### config.mk
export PLATFORM = sky130hd
export DESIGN_NAME = adc_serial_frontend
export DESIGN_NICKNAME = d
export VERILOG_FILES = /design/src/rtl/adc_pkg.sv /design/src/rtl/adc_serial_frontend_sclk_gen.sv /design/src/rtl/adc_serial_frontend.sv
export SDC_FILE = /design/constraint.sdc
export NUM_CORES = 1
export LEC_CHECK = 0
export BUFFER_PORTS_ARGS = -buffer_cell sky130_fd_sc_hd__buf_2
export CAP_MARGIN = 15
export CELL_PAD_IN_SITES_DETAIL_PLACEMENT = 1
export CELL_PAD_IN_SITES_GLOBAL_PLACEMENT = 1
export CORE_UTILIZATION = 47
export DETAILED_ROUTE_END_ITERATION = 16
export PLACE_DENSITY = 0.77
export SYNTH_ARGS = -nofsm -noshare
export SYNTH_HDL_FRONTEND = slang
export SYNTH_SLANG_ARGS = --single-unit
### constraint.sdc
create_clock -name clk -period 2.1 [get_ports clk]
set_input_delay 0 -clock clk [delete_from_list [all_inputs] [get_ports clk]]
set_output_delay 0 -clock clk [all_outputs]
set_load 0.02 [all_outputs]
### src/rtl/adc_pkg.sv
// Shared types and default geometry for the ADC front-end and the downstream collect/packing stages.
package adc_pkg;

    typedef enum logic [1:0] {
        IDLE  = 2'd0,
        SETUP = 2'd1,
        SHIFT = 2'd2,
        GAP   = 2'd3
    } adc_state_t;

    localparam int ADC_CLK_DIV     = 4;
    localparam int ADC_SAMPLE_BITS = 12;
    localparam int ADC_CHANNELS    = 8;
    localparam int ADC_CH_BITS     = 3;
    localparam int ADC_CS_GAP      = 2;

endpackage

### src/rtl/adc_serial_frontend_sclk_gen.sv
// Half-period counter for the ADC serial clock. The counter runs while i_en is high; sclk toggles
// only while i_run is high, so a non-toggling phase (frame setup) can be timed by the same counter.
module sclk_gen #(
    parameter int CLK_DIV = 4
) (
    input  logic clk,
    input  logic rst,
    input  logic i_en,
    input  logic i_run,
    output logic o_sclk,
    output logic o_tick,
    output logic o_rise,
    output logic o_fall
);
    localparam int CNT_W = (CLK_DIV > 2) ? $clog2(CLK_DIV) : 1;

    logic [CNT_W-1:0] r_cnt;
    logic             r_sclk;
    logic             w_tick;

    assign w_tick = i_en && (r_cnt == CNT_W'(CLK_DIV - 1));

    always_ff @(posedge clk or posedge rst) begin
        if (rst) begin
            r_cnt  <= '0;
            r_sclk <= 1'b0;
        end else begin
            if (!i_en || w_tick)
                r_cnt <= '0;
            else
                r_cnt <= r_cnt + CNT_W'(1);

            if (!i_run)
                r_sclk <= 1'b0;
            else if (w_tick)
                r_sclk <= ~r_sclk;
        end
    end

    // Rise/fall flag the clk edge on which sclk will change, so the FSM acts on that same edge.
    assign o_sclk = r_sclk;
    assign o_tick = w_tick;
    assign o_rise = i_run && w_tick && !r_sclk;
    assign o_fall = i_run && w_tick && r_sclk;

endmodule

### src/rtl/adc_serial_frontend.sv
// SPI-style master for a multi-channel ADC: round-robin channel addressing, MSB-first capture,
// per-bit strobes for the collect stage and assembled sample words with their channel number.
module adc_serial_frontend
    import adc_pkg::*;
#(
    parameter int CLK_DIV     = ADC_CLK_DIV,
    parameter int SAMPLE_BITS = ADC_SAMPLE_BITS,
    parameter int CHANNELS    = ADC_CHANNELS,
    parameter int CH_BITS     = ADC_CH_BITS,
    parameter int CS_GAP      = ADC_CS_GAP
) (
    input  logic                   clk,
    input  logic                   rst,
    input  logic                   start,
    input  logic                   cont,
    input  logic                   adc_sdo,
    output logic                   adc_cs_n,
    output logic                   adc_sclk,
    output logic                   adc_din,
    output logic                   bit_out,
    output logic                   bit_valid,
    output logic [SAMPLE_BITS-1:0] sample,
    output logic [CH_BITS-1:0]     sample_ch,
    output logic                   sample_valid,
    output logic                   busy
);
    localparam int BC_W = (SAMPLE_BITS > 2) ? $clog2(SAMPLE_BITS) : 1;
    localparam int GC_W = $clog2(CS_GAP + 1);

    adc_state_t             r_state;
    logic                   r_cs_n;
    logic                   r_busy;
    logic                   r_cap_pend;
    logic                   r_bit_out;
    logic                   r_bit_valid;
    logic                   r_sample_valid;
    logic [SAMPLE_BITS-1:0] r_shift;
    logic [SAMPLE_BITS-1:0] r_sample;
    logic [CH_BITS-1:0]     r_ch;
    logic [CH_BITS-1:0]     r_addr;
    logic [CH_BITS-1:0]     r_sample_ch;
    logic [BC_W-1:0]        r_bit_cnt;
    logic [GC_W-1:0]        r_gap_cnt;

    logic w_gen_en;
    logic w_gen_run;
    logic w_sclk;
    logic w_tick;
    logic w_rise;
    logic w_fall;

    assign w_gen_en  = (r_state == SETUP) || (r_state == SHIFT);
    assign w_gen_run = (r_state == SHIFT);

    sclk_gen #(
        .CLK_DIV(CLK_DIV)
    ) u_sclk_gen (
        .clk    (clk),
        .rst    (rst),
        .i_en   (w_gen_en),
        .i_run  (w_gen_run),
        .o_sclk (w_sclk),
        .o_tick (w_tick),
        .o_rise (w_rise),
        .o_fall (w_fall)
    );

    always_ff @(posedge clk or posedge rst) begin
        if (rst) begin
            r_state        <= IDLE;
            r_cs_n         <= 1'b1;
            r_busy         <= 1'b0;
            r_cap_pend     <= 1'b0;
            r_bit_out      <= 1'b0;
            r_bit_valid    <= 1'b0;
            r_sample_valid <= 1'b0;
            r_shift        <= '0;
            r_sample       <= '0;
            r_ch           <= '0;
            r_addr         <= '0;
            r_sample_ch    <= '0;
            r_bit_cnt      <= '0;
            r_gap_cnt      <= '0;
        end else begin
            r_cap_pend     <= 1'b0;
            r_bit_valid    <= r_cap_pend;
            r_sample_valid <= 1'b0;
            if (r_cap_pend)
                r_bit_out <= r_shift[0];

            case (r_state)
                IDLE: begin
                    if (start) begin
                        r_state <= SETUP;
                        r_busy  <= 1'b1;
                        r_cs_n  <= 1'b0;
                        r_addr  <= r_ch;
                    end
                end
                SETUP: begin
                    if (w_tick) begin
                        r_state   <= SHIFT;
                        r_bit_cnt <= '0;
                    end
                end
                SHIFT: begin
                    if (w_rise) begin
                        r_shift    <= {r_shift[SAMPLE_BITS-2:0], adc_sdo};
                        r_cap_pend <= 1'b1;
                    end
                    // Address shifts out MSB first and drains to zero after CH_BITS periods.
                    if (w_fall) begin
                        r_addr <= r_addr << 1;
                        if (r_bit_cnt == BC_W'(SAMPLE_BITS - 1)) begin
                            r_state        <= GAP;
                            r_cs_n         <= 1'b1;
                            r_gap_cnt      <= '0;
                            r_sample       <= r_shift;
                            r_sample_ch    <= r_ch;
                            r_sample_valid <= 1'b1;
                            r_ch           <= (r_ch == CH_BITS'(CHANNELS - 1)) ? '0 : r_ch + CH_BITS'(1);
                        end else begin
                            r_bit_cnt <= r_bit_cnt + BC_W'(1);
                        end
                    end
                end
                GAP: begin
                    if (r_gap_cnt == GC_W'(CS_GAP - 1)) begin
                        if (cont) begin
                            r_state <= SETUP;
                            r_cs_n  <= 1'b0;
                            r_addr  <= r_ch;
                        end else begin
                            r_state <= IDLE;
                            r_busy  <= 1'b0;
                        end
                    end else begin
                        r_gap_cnt <= r_gap_cnt + GC_W'(1);
                    end
                end
                default: r_state <= IDLE;
            endcase
        end
    end

    assign adc_cs_n     = r_cs_n;
    assign adc_sclk     = w_sclk;
    assign adc_din      = r_addr[CH_BITS-1];
    assign bit_out      = r_bit_out;
    assign bit_valid    = r_bit_valid;
    assign sample       = r_sample;
    assign sample_ch    = r_sample_ch;
    assign sample_valid = r_sample_valid;
    assign busy         = r_busy;

endmodule

==> impl_metrics.csv <==
group,metric,value,unit
worst_setup_path,cp_slowest_cell,"dfrtp_1",
timing,setup_viol,0,
worst_setup_path,worstSetupPathType,"flop to flop",
worst_setup_path,startpoint_type,"flop",
synth,synth_area_leaders,"dfrtp_1, mux2_2, mux2_4",
timing,tns,0,ns
timing,finClkSkew,0.00638,ns
clock_network,cts.path.max_buffers,2,
min_path,hp-start,"cont",
detailed_routing,antenna_left,0,
final_layout,final_cell_mix,"dfrtp_1, buf_2, mux2_2, nor2_1",
final_layout,utilization,0.581,
clock_network,cts_buffers,5,
placement,gp_congestion,0.788,
pwr,p_per_area,597,mW/mm^2
synth,synth_area_leader_cell,"dfrtp_1",
placement,port-buffer-count,26,
synth,synth-seq-area-share,0.554,
worst_setup_path,reg2reg_from,"r_state[0]",
clock_network,post_cts_buffers,0,
synth,synth_compound_area_frac,0.0791,
worst_setup_path,worstPathRequired,2.28,ns
final_layout,antenna_cells,0,
grt,grt_usage,0.203,
die,initial_core_util,0.506,
synth,synth_top_area_share,0.542,
worst_setup_path,critical-path-max-stage-delay,0.42,ns
timing,maxSlewViolCount,0,
timing,timing.slew.headroom,0.655,
synth,synth.avg_cell_area,13.1,um^2
placement,placed_area,0.00247,mm^2
grt,grt_pass1_wl,7.87,mm
status,outcome,"finished, final reports clean",
synth,synthXorXnorAreaFrac,0.00774,
detailed_routing,drt-total-wl,4.62,mm
final_layout,final_nets,224,
worst_setup_path,cp_max_fo,13,
final_layout,final_area,0.00260,mm^2
timing,hold_ws,0.0391,ns
pwr,leakage,1.35,nW
detailed_routing,via_per_inst,5.68,
synth,synthCells,173,
clock_network,htreeDepth,2,
timing,rsz0062_at_grt,"no",
detailed_routing,wl_per_cell,17.7,um
synth,ys_warn_count,0,
worst_setup_path,r2r_cells,6,
die,num_rows,24,
synth,muxShareOfSynthArea,0.179,
synth,syn_nets,188,
worst_setup_path,rr_endpoint,"r_shift[8]",
die,core,0.00447,mm^2
job,cap_violations,0,
detailed_routing,vias,1482,
timing,tightest_slew,0.516,ns
detailed_routing,drt-initial-drc-count,44,
synth,synth_top_family_by_area,"multiplexers",
clock_network,root_buffer,"clkbuf_8",
timing,fmax,0.515,GHz
worst_setup_path,crit_family,"flip-flops",
grt,overflow,0,
clock_network,insertion_delay,0.30,ns
placement,hpwl,3.41,mm
final_layout,final_common_cell,"dfrtp_1",
worst_setup_path,critPathArrivalTime,2.12,ns
synth,synthAdderAreaFrac,0.0553,
grt,antenna_found_initial,0,
die,die_x,71.4,um
timing,finalHoldViolCount,0,
synth,synthDistinctLibCells,42,
clock_network,clock-sinks,50,
grt,grt_max_degree,25,
detailed_routing,drc_errors,0,
detailed_routing,drtPass1Iterations,4,
pwr,power,1.55,mW
clock_network,path_clk_slew,0.09,ns
min_path,min_delay_worst_endpoint,"busy",
die,pin_count,27,
min_path,hold_class,"input port to flop",
timing,finalCritPeriodShare,0.925,
synth,synthSimpleGateAreaFrac,0.0929,
final_layout,syn_to_final_growth,14.9,%
timing,min_period,1.94,ns
worst_setup_path,path_cells,"inv_1 > ha_4 > nand2_2 > or3_1 > buf_4 > mux2_4",
min_path,whs_path_depth,3,
synth,synth.ff_latch_count,50,
die,die_h,71.4,um
final_layout,drive_above_1_share,0.383,
synth,syn_area,0.00226,mm^2
worst_setup_path,ff2ff_setup_slack,0.16,ns
die,die_area,0.00509,mm^2
worst_setup_path,worst_setup_path_end_kind,"flop",
clock_network,cts_tree,"done",
worst_setup_path,crit_buf_inv,2,
grt,grt_pass1_vias,1625,
pwr,ir_drop,0.000443,V
==> worst min-delay path, delay by kind of cell <==
family | cells | cell delay (ns)
AO/OA/AOI/OAI | 1 | 0.10
buffers and inverters | 1 | 0.10
AND/OR/NAND/NOR | 1 | 0.10
==> metal layers <==
metal  up-vias  global-route usage  wire, um
met4         0              0.0667        68
met2        23               0.365      2430
met5         -                   0         0
li1        683                   -         -
met3         8              0.0309        95
met1       768               0.250      2030
==> cells by family (layout without fill, tap and decap cells) <==
group / count (synthesis) / in the layout
compound gates: 25 / 25
xor+xnor: 2 / 2
fa+ha+maj: 10 / 10
buf+inv: 15 / 51
flops: 50 / 50
mux: 33 / 33
simple gates: 38 / 38
==> area by class of cell <==
type | instances | area [um^2]
Multi-Input combinational cell | 108 | 970
Tap cell | 52 | 65.1
Fill cell | 456 | 1870
Inverter | 10 | 37.5
Sequential cell | 50 | 1250
Clock inverter | 1 | 7.51
Clock buffer | 6 | 72.6
Timing Repair Buffer | 34 | 195
==> cell usage after synthesis, drive strengths merged <==
cell	count
a31o	1
and3b	1
nor4	1
o22a	1
o41ai	1
nor3	2
a22o	1
nand3	3
mux2	33
nand3b	1
o21bai	1
dfrtp	49
o22ai	2
a21o	1
a211oi	1
a21boi	2
dfstp	1
or3	2
a21oi	5
a221o	1
o2bb2ai	3
nand2	7
xor2	2
buf	3
o21ai	3
a221oi	2
ha	10
inv	10
nor3b	2
clkbuf	2
and3	3
nor2b	2
nor2	11
nand2b	3
==> worst max path at each step <==
stage / from / endpoint / slack, ns / cells past startpoint
6_report: r_state[0] / r_shift[8] / 0.16 / 6
5_1_grt: r_state[0] / r_shift[8] / 0.06 / 6
4_1_cts: r_state[0] / sample[10] / 0.04 / 6
3_5_place_dp: r_state[0] / sample[10] / 0.01 / 6
3_3_place_gp: r_state[0] / r_shift[7] / 0.19 / 6
2_1_floorplan: r_state[0] / r_shift[0] / 0.20 / 7
==> power breakdown <==
part	switching, mW	internal, mW	leakage [nW]	total (mW)
combinational	0.0252	0.0184	0.663	0.0436
clock	0.304	0.229	0.0373	0.533
sequential	0.00700	0.970	0.647	0.977
==> sequential cells by signal, summed over array words and instances, names as in the netlist, 3 cells and up <==
register / count
sample: 12
r_ch: 3
r_bit_cnt: 4
r_addr: 3
sample_ch: 3
r_shift: 12
==> timing repair <==
item,in CTS,in global routing
hold endpoints to repair,22,0
hold buffers,2,0
setup endpoints to repair,2,20
gates resized for setup,1,5
==> per-stage QoR <==
| step | setup slack (ns) | cells |
|---|---|---|
| 3_3_place_gp | 0.189 | 252 |
| 3_5_place_dp | 0.0129 | 252 |
| 2_1_floorplan | 0.197 | 173 |
| 4_1_cts | 0.0387 | 261 |
| 6_report | 0.157 | 261 |
| 5_1_grt | 0.0612 | 261 |
Power figures use the tool's default switching activity.
